--- config.mk ---
export PLATFORM = sky130hd
export DESIGN_NAME = udma_qspi_cmd_arbiter
export DESIGN_NICKNAME = d
export VERILOG_FILES = /design/src/rtl/udma_qspi_cmd_arbiter.sv
export SDC_FILE = /design/constraint.sdc
export NUM_CORES = 1
export LEC_CHECK = 0
export ABC_CLOCK_PERIOD_IN_PS = 4070
export BUFFER_PORTS_ARGS = -buffer_cell sky130_fd_sc_hd__clkbuf_2
export CORE_UTILIZATION = 48
export DETAILED_ROUTE_END_ITERATION = 6
export PLACE_DENSITY_LB_ADDON = 0.08
export SYNTH_ARGS = -nofsm -noshare
export SYNTH_HDL_FRONTEND = slang
export SYNTH_SLANG_ARGS = --single-unit
export TNS_END_PERCENT = 50
--- constraint.sdc ---
create_clock -name sys_clk_i -period 4.07 [get_ports sys_clk_i]
set_input_delay 0.6105 -clock sys_clk_i [delete_from_list [all_inputs] [get_ports sys_clk_i]]
set_output_delay 0.6105 -clock sys_clk_i [all_outputs]
set_load 0.02 [all_outputs]
--- src/rtl/udma_qspi_cmd_arbiter.sv ---
// Transaction-atomic two-way arbiter for the QSPI master command channel.
// Round-robin on ties, ownership held until EOT, watchdog injects EOT on a stalled owner.
module udma_qspi_cmd_arbiter #(
    parameter logic [3:0]  EOT_OPCODE     = 4'h9,
    parameter int unsigned TIMEOUT_CYCLES = 256,
    parameter int unsigned CNT_WIDTH      = 16
) (
    input  logic        sys_clk_i,
    input  logic        rst_i,
    input  logic        en_i,
    input  logic [31:0] req0_data_i,
    input  logic        req0_valid_i,
    output logic        req0_ready_o,
    input  logic [31:0] req1_data_i,
    input  logic        req1_valid_i,
    output logic        req1_ready_o,
    output logic [31:0] cmd_data_o,
    output logic        cmd_valid_o,
    input  logic        cmd_ready_i,
    output logic        busy_o,
    output logic        owner_o,
    output logic [1:0]  done_o,
    output logic [1:0]  abort_o
);

    typedef enum logic [1:0] {
        ST_IDLE  = 2'd0,
        ST_BUSY  = 2'd1,
        ST_ABORT = 2'd2
    } state_e;

    localparam bit                   LP_WDOG_EN   = (TIMEOUT_CYCLES != 0);
    localparam logic [CNT_WIDTH-1:0] LP_CNT_LIMIT =
        LP_WDOG_EN ? CNT_WIDTH'(TIMEOUT_CYCLES - 1) : '0;

    state_e               r_state;
    logic                 r_owner;
    logic                 r_last;
    logic [CNT_WIDTH-1:0] r_cnt;
    logic [1:0]           r_done;
    logic [1:0]           r_abort;

    logic        w_own_valid;
    logic [31:0] w_own_data;
    logic        w_hs;
    logic        w_eot;
    logic        w_pick;

    assign w_own_valid = r_owner ? req1_valid_i : req0_valid_i;
    assign w_own_data  = r_owner ? req1_data_i  : req0_data_i;
    assign w_hs        = (r_state == ST_BUSY) && w_own_valid && cmd_ready_i;
    assign w_eot       = (w_own_data[31:28] == EOT_OPCODE);
    // On a tie the requester that was not served last wins; otherwise the lone requester.
    assign w_pick      = (req0_valid_i && req1_valid_i) ? ~r_last : req1_valid_i;

    always_comb begin
        cmd_valid_o  = 1'b0;
        cmd_data_o   = '0;
        req0_ready_o = 1'b0;
        req1_ready_o = 1'b0;
        case (r_state)
            ST_BUSY: begin
                cmd_valid_o  = w_own_valid;
                cmd_data_o   = w_own_data;
                req0_ready_o = ~r_owner & cmd_ready_i;
                req1_ready_o =  r_owner & cmd_ready_i;
            end
            ST_ABORT: begin
                cmd_valid_o = 1'b1;
                cmd_data_o  = {EOT_OPCODE, 28'h0};
            end
            default: ;
        endcase
    end

    assign busy_o  = (r_state != ST_IDLE);
    assign owner_o = r_owner;
    assign done_o  = r_done;
    assign abort_o = r_abort;

    always_ff @(posedge sys_clk_i) begin
        if (rst_i) begin
            r_state <= ST_IDLE;
            r_owner <= 1'b0;
            r_last  <= 1'b1;
            r_cnt   <= '0;
            r_done  <= '0;
            r_abort <= '0;
        end else begin
            // NOTE: pulses are cleared first each cycle; a later non-blocking write to one bit overrides the clear.
            r_done  <= '0;
            r_abort <= '0;
            case (r_state)
                ST_IDLE: begin
                    if (en_i && (req0_valid_i || req1_valid_i)) begin
                        r_owner <= w_pick;
                        r_cnt   <= '0;
                        r_state <= ST_BUSY;
                    end
                end
                ST_BUSY: begin
                    if (w_hs) begin
                        r_cnt <= '0;
                        if (w_eot) begin
                            r_state         <= ST_IDLE;
                            r_done[r_owner] <= 1'b1;
                            r_last          <= r_owner;
                        end
                    end else if (!w_own_valid && LP_WDOG_EN) begin
                        if (r_cnt == LP_CNT_LIMIT) begin
                            r_state <= ST_ABORT;
                        end else begin
                            r_cnt <= r_cnt + 1'b1;
                        end
                    end
                end
                ST_ABORT: begin
                    if (cmd_ready_i) begin
                        r_state          <= ST_IDLE;
                        r_abort[r_owner] <= 1'b1;
                        r_last           <= r_owner;
                    end
                end
                default: r_state <= ST_IDLE;
            endcase
        end
    end

endmodule
==> impl_metrics.csv, run 1 <==
group,metric,value,unit
critical_path,start_kind,"register",
global_routing,antenna_found_initial,0,
die,boundaryPins,111,
route,routedWlPerCell,14.09,µm
critical_path,worst-setup-path-type,"register to output port",
cts,holdBufCountCts,0,
power,p_leak,1.112,nW
route,drt-vias-per-instance,5.599,
cts,cts-root-buf,"clkbuf_8",
die,chipWidth,65.01,µm
route,drtPass1Iterations,4,
layout,nets,419,
cts,htreeDepth,1,
critical_path,cpLargestDelayFamily,"simple AND/OR/NAND/NOR gates",
sta,fin_crit,2.822,ns
global_routing,grt_usage,25.68,%
sta,rsz0062_at_grt,"no",
global_routing,grt_max_degree,39,
critical_path,arrival,2.21,ns
route,vias,2195,
layout,final_common_cell,"clkbuf_2",
logic_synthesis,syn_avg_cell_area,7.842,µm²
cts,insertion_delay,0.26,ns
cts,cts_sinks,24,
sta,fin_setup_tns,0,ns
sta,final_max_slew_viol_count,0,
placement,gp_congestion,0.8886,
layout,layout_common_cells,"clkbuf_2 (110), nor2_1 (41), mux2i_1 (32)",
sta,final.setup.worst_slack,1.248,ns
layout,n_antenna_cell,0,
sta,clock_skew,0.001507,ns
worst_hold_path,hold_class,"register to register",
power,p_per_area,320.2,nW/µm²
logic_synthesis,ys_types,49,
logic_synthesis,synth_area_leaders,"dfxtp_1 (25%), mux2i_1 (17%), nor2_1 (8.1%), a21oi_1 (3.9%), nand2_1 (3.2%)",
placement,port_buffers,110,
cts,path_clk_slew,0.08,ns
layout,drive_above_1_share,38.08,%
logic_synthesis,yosys_warnings,0,
logic_synthesis,syn-cell-area,1906,µm²
placement,hpwl,4.220,mm
layout,final_util,67.45,%
die,core_area,3744,µm²
critical_path,cp_max_fo,29,
critical_path,critPathRequiredTime,3.46,ns
logic_synthesis,post-synth-top-area-fraction,25.21,%
cts,postCtsSetupBuffers,0,
global_routing,grt-ovfl-total,0,
cts,cts_tree,"yes",
critical_path,slowest_delay,0.64,ns
die,rows,22,
placement,placed_area,2470,µm²
critical_path,path_cells,"inv_1, ha_1, nand2_1, nor2_1, clkbuf_2",
logic_synthesis,synth_top_area_cell,"dfxtp_1",
critical_path,path_buf_inv,2,
sta,hold_viol_final,0,
critical_path,rrSetupSlack,1.61,ns
critical_path,slowest_stage,"nand2_1",
cts,max-clock-path-buffers,2,
sta,worst_pin_slew,0.9266,ns
cts,cts_resized,0,
route,wl,5.522,mm
sta,finalCritPeriodShare,69.33,%
layout,finish.instance_area,2525,µm²
sta,timing.fmax,354.4,MHz
layout,syn_to_final_growth,32.50,%
run,max-cap-violations,0,
logic_synthesis,syn-num-nets,317,
global_routing,first_global_vias,1895,
route,drc,0,
die,start_util,50.90,%
sta,setup_violations,0,
logic_synthesis,ys_ff_latch,24,
route,first_iter_violations,159,
sta,hold_slack,0.4967,ns
power,vdd_ir_drop_max,0.1646,mV
logic_synthesis,synthCells,243,
logic_synthesis,seq_area_frac_synth,25.21,%
global_routing,grt_pass1_wl,8.597,mm
placement,preCtsSetupSlack,1.530,ns
layout,fill_cells,339,
route,ant_nets,0,
status,outcome,"finished clean",
sta,maxSlewHeadroom,38.08,%
die,dieArea,4226,µm²
die,die_y,65.01,µm
cts,cts_buffers,3,
critical_path,endpoint_kind,"output port",
metrics by stage:
stage          cells  total power, mW
2_1_floorplan    243           0.5281
3_3_place_gp     388           0.6400
3_5_place_dp     388           0.6482
4_1_cts          392           0.8123
5_1_grt          392           0.8615
6_report         392           0.8084
power breakdown:
group,switching (mW),internal [mW]
combinational,0.248,0.149
sequential,0.00557,0.242
clock,0.0771,0.0864
final timing paths:
| path | start | endpoint | cells past startpoint |
|---|---|---|---|
| max | r_state[1] | cmd_data_o[25] | 5 |
| min | r_state[0] | r_state[0] | 2 |
| max reg2reg | r_state[1] | r_cnt[14] | 7 |
| min reg2reg | r_state[0] | r_state[0] | 2 |
cell type report:
| type | instances | area, µm² | share of cell area, % |
|---|---|---|---|
| flip-flops and latches | 24 | 481.7 | 19.08 |
| multi-input cells | 198 | 1340 | 53.07 |
| repair buffers | 112 | 565.5 | 22.40 |
| well taps | 48 | 60.06 | 2.379 |
| inverters | 6 | 22.52 | 0.8920 |
| clock buffers | 4 | 55.05 | 2.180 |
layer usage:
layer | vias to the layer above | wire (µm) | GRT usage [%]
li1 | 1098 | - | -
met5 | - | 0 | 0
met3 | 0 | 364 | 4.577
met2 | 87 | 2724 | 43.88
met1 | 1010 | 2433 | 34.01
met4 | 0 | 0 | 3.611
kinds of logic (layout without fill, tap and decap cells):
family                     Yosys count  after routing  share of synthesized area [%]
adders and majority gates            4              4                          2.627
and+or+nand+nor                    102            102                          27.45
DFF                                 24             24                          25.21
buffers and inverters               21            122                          4.465
muxes                               36             36                          19.17
AOI/OAI and AO/OA                   56             56                          21.08
synth_stat cells, drive strengths merged:
library cell and number:
nor2 41, mux2i 32, dfxtp 24, nand2 17, a21oi 16, o21ai 10
clkbuf 8, a31oi 7, buf 7, a311oi 6, and3 6, inv 6
nand3 6, a41oi 5, nor2b 5, or3 5, ha 4, mux2 4
nand4 4, or4 4, nand2b 3, and2 2, nor3 2, nor4 2
nor4bb 2, o211ai 2, a211oi 1, a21bo 1, a21boi 1, a222oi 1
a22o 1, a22oi 1, a32oi 1, and4 1, nand4b 1, o21a 1
o21ba 1, o221a 1, or4b 1
worst reg2reg max path: cells and delay by family, from the launching register on:
kind	cells	cell delay [ns]
fa+ha+maj	1	0.31
flops	1	0.36
buf+inv	1	0.07
compound gates	2	0.60
simple gates	3	1.06
flip-flops by register name, indices dropped and copies added, names as in the netlist:
signal   cells
r_cnt       16
abort_o      2
done_o       2
r_state      2
owner_o      1
r_last       1
Note: power is estimated with default switching activity, not from simulation.
==> inputs of run 2 (changes only) <==
Settings changed: ABC_AREA from default to 1, ABC_CLOCK_PERIOD_IN_PS 4070 to 2420, CORE_UTILIZATION 48 to 42.
Clock period 4.07 ns to 2.42 ns, I/O delays scaled along.
==> run 2 against run 1 <==
  * Combinational power grew to 4.0 times the previous value
  * Power grew to 3.0 times the previous value
  * First-iteration DRC count shrank 11%
  * Critical path depth grew 1
  * Utilization shrank 9.8 points
  * Worst hold slack lost 0.15 ns
  * Count of clock-buffer cells in the layout is the same
  * Sequential share of layout area shrank 1.8 points
  * Critical path type unchanged
  * Largest power group unchanged
==> impl_metrics.csv, run 2 <==
group,metric,value,unit
sta,fin_setup_tns,0,ns
layout,n_antenna_cell,0,
logic_synthesis,yosys_warnings,0,
sta,rsz0062_at_grt,"no",
cts,cts_tree,"yes",
logic_synthesis,ys.flop_type,"dfxtp_1",
sta,clock_skew,0.004923,ns
die,dieArea,5414,µm²
global_routing,grt_usage,21.75,%
layout,layout_common_cells,"clkbuf_2 (110), nor2_1 (104), nand2_1 (98)",
cts,htreeDepth,1,
logic_synthesis,ys_types,32,
route,ant_nets,0,
route,drc,0,
logic_synthesis,synth_most_common_cell,"nor2_1",
sta,maxSlewHeadroom,64.80,%
logic_synthesis,synth-simple-area-share,57.73,%
critical_path,slowest_stage,"dfxtp_1",
critical_path,slowest_delay,0.34,ns
logic_synthesis,synth_compound_area_share,5.581,%
route,wl,5.736,mm
logic_synthesis,synthTopCellsByCount,"nor2_1 (104), nand2_1 (98), inv_1 (38)",
die,boundaryPins,111,
critical_path,cp_max_fo,31,
sta,final_max_slew_viol_count,0,
placement,hpwl,4.542,mm
power,pwr-share-seq,23.4,%
layout,top_register,"r_cnt",
sta,worst_pin_slew,0.5248,ns
sta,hold_viol_final,0,
cts,max-clock-path-buffers,2,
sta,timing.fmax,467.2,MHz
power,p_comb_share,65.1,%
route,first_iter_violations,141,
logic_synthesis,muxShareOfSynthArea,0,%
die,rows,25,
power,vdd_ir_drop_max,0.3644,mV
power,p_clk_share,11.5,%
critical_path,path_cells,"inv_1, ha_1, nand2_1, buf_4, nor3_1, clkbuf_2",
sta,fin_crit,2.140,ns
route,vias,2646,
global_routing,first_global_vias,2285,
route,drtPass1Iterations,4,
layout,fill_cells,499,
worst_hold_path,hold_class,"input pin to register",
layout,largest_reg_flops,16,
cts,cts_sinks,24,
layout,drive_above_1_share,29.07,%
placement,gp_congestion,0.8322,
logic_synthesis,syn_avg_cell_area,5.518,µm²
logic_synthesis,seq_area_frac_synth,22.33,%
placement,preCtsSetupSlack,0.4891,ns
run,max-cap-violations,0,
critical_path,arrival,1.78,ns
critical_path,path_buf_inv,3,
sta,final.setup.worst_slack,0.2797,ns
sta,setup_violations,0,
power,internal_power,1.148,mW
logic_synthesis,synth_enable_flop_cells,0,
critical_path,endpoint_kind,"output port",
critical_path,worst-setup-path-type,"register to output port",
layout,syn_to_final_growth,29.01,%
logic_synthesis,ys_ff_latch,24,
die,start_util,44.68,%
sta,finalCritPeriodShare,88.44,%
logic_synthesis,async_reset_ff_share,0,%
placement,place_inst,555,
logic_synthesis,synth_xor_area_share,0.4070,%
power,p_leak,1.463,nW
global_routing,antenna_found_initial,0,
cts,cts_resized,0,
cts,holdBufCountCts,0,
placement,port_buffers,110,
power,netSwitchingFraction,52.70,%
route,drt-vias-per-instance,4.733,
power,switchingPower,1.279,mW
layout,fin_cells,559,
logic_synthesis,synth_top_area_cell,"dfxtp_1",
power,p_per_area,874.2,nW/µm²
layout,final_common_cell,"clkbuf_2",
critical_path,start_kind,"register",
placement,placed_area,2721,µm²
global_routing,grt_max_degree,33,
logic_synthesis,synth_area_leaders,"dfxtp_1 (22%), nor2_1 (18%), nand2_1 (17%), nor3_1 (6.7%), inv_1 (6.6%)",
cts,path_clk_slew,0.09,ns
die,core_area,4817,µm²
cts,cts_buffers,3,
cts,cts-root-buf,"clkbuf_8",
layout,nets,567,
global_routing,grt-ovfl-total,0,
critical_path,cpLargestDelayFamily,"buffers and inverters",
global_routing,grt_pass1_wl,9.549,mm
cts,postCtsSetupBuffers,0,
logic_synthesis,syn-num-nets,464,
route,routedWlPerCell,10.26,µm
die,chipWidth,73.58,µm
cts,insertion_delay,0.27,ns
status,outcome,"finished clean",
layout,finish.instance_area,2776,µm²
critical_path,critPathRequiredTime,2.06,ns
logic_synthesis,synth_fa_ha_area_share,2.326,%
logic_synthesis,syn-cell-area,2152,µm²
logic_synthesis,synthCells,390,
logic_synthesis,post-synth-top-area-fraction,22.33,%
die,die_y,73.58,µm
logic_synthesis,synth_top_family_by_area,"simple AND/OR/NAND/NOR gates",
layout,final_util,57.64,%
-- run 2: cell types whose count changed after synthesis, moves of 5 or more --
| cell | previous run | this run |
|---|---|---|
| nand2_1 | 16 | 98 |
| nor2_1 | 41 | 104 |
| inv_1 | 6 | 38 |
| mux2i_1 | 32 | 0 |
| nor3_1 | 1 | 29 |
| nand3_1 | 6 | 23 |
| a21oi_1 | 15 | 7 |
| nand2_2 | 1 | 9 |
| a31oi_1 | 7 | 0 |
| a311oi_1 | 6 | 0 |
| and3_1 | 6 | 0 |
| nor2b_1 | 5 | 0 |
| or3_1 | 5 | 0 |
-- run 2: cell type report --
class / instances / area, µm² / area share (%)
flip-flops and latches: 24 / 480.5 / 17.31
repair buffers: 113 / 573.1 / 20.64
clock buffers: 4 / 55.05 / 1.983
multi-input cells: 308 / 1421 / 51.19
well taps: 67 / 83.83 / 3.019
inverters: 43 / 162.7 / 5.859
-- run 2: cell families (layout without fill, tap and decap cells) --
logic type,Yosys count,after routing
AND/OR/NAND/NOR,283,283
buffers and inverters,58,160
flip-flops,24,24
AO/OA/AOI/OAI,20,20
adder cells (fa/ha/maj),4,4
XOR/XNOR,1,1
-- run 2: stage by stage --
| stage | hold slack [ns] | power [mW] |
|---|---|---|
| 6_report | 0.3507 | 2.427 |
| 5_1_grt | 0.3442 | 2.648 |
| 4_1_cts | 0.3443 | 2.447 |
| 3_5_place_dp | 0.4790 | 2.158 |
| 3_3_place_gp | 0.4831 | 2.149 |
| 2_1_floorplan | 0.4254 | 1.814 |
-- run 2: final timing paths --
path,slack [ns],start,cells after the start,end
min reg2reg,0.49,r_last,2,r_last
max reg2reg,0.48,r_state[1],9,r_cnt[15]
max,0.28,r_state[0],6,cmd_data_o[15]
min,0.35,rst_i,2,r_cnt[3]
-- run 2: layer usage --
metal	wire, µm	global-route usage, %
met2	2693	40.27
met5	0	0
met4	46	3.846
met3	303	3.567
met1	2692	26.41
-- run 2: worst register-to-register path, cell delays in order (launching register included) --
cell	delay (ns)
dfxtp_1	0.32
inv_1	0.09
ha_1	0.27
inv_1	0.19
a21oi_4	0.40
nand3_4	0.21
nand2_4	0.17
nand2_1	0.07
nand2_1	0.07
nor2_2	0.05
-- run 2: power by group through the flow --
| stage | clock [mW] | sequential [mW] | combinational [mW] |
|---|---|---|---|
| after floorplan | 0 | 0.550 | 1.26 |
| after global placement | 0 | 0.574 | 1.57 |
| after detailed placement | 0 | 0.576 | 1.58 |
| after CTS | 0.289 | 0.567 | 1.59 |
| after global routing | 0.305 | 0.585 | 1.76 |
| final | 0.279 | 0.568 | 1.58 |
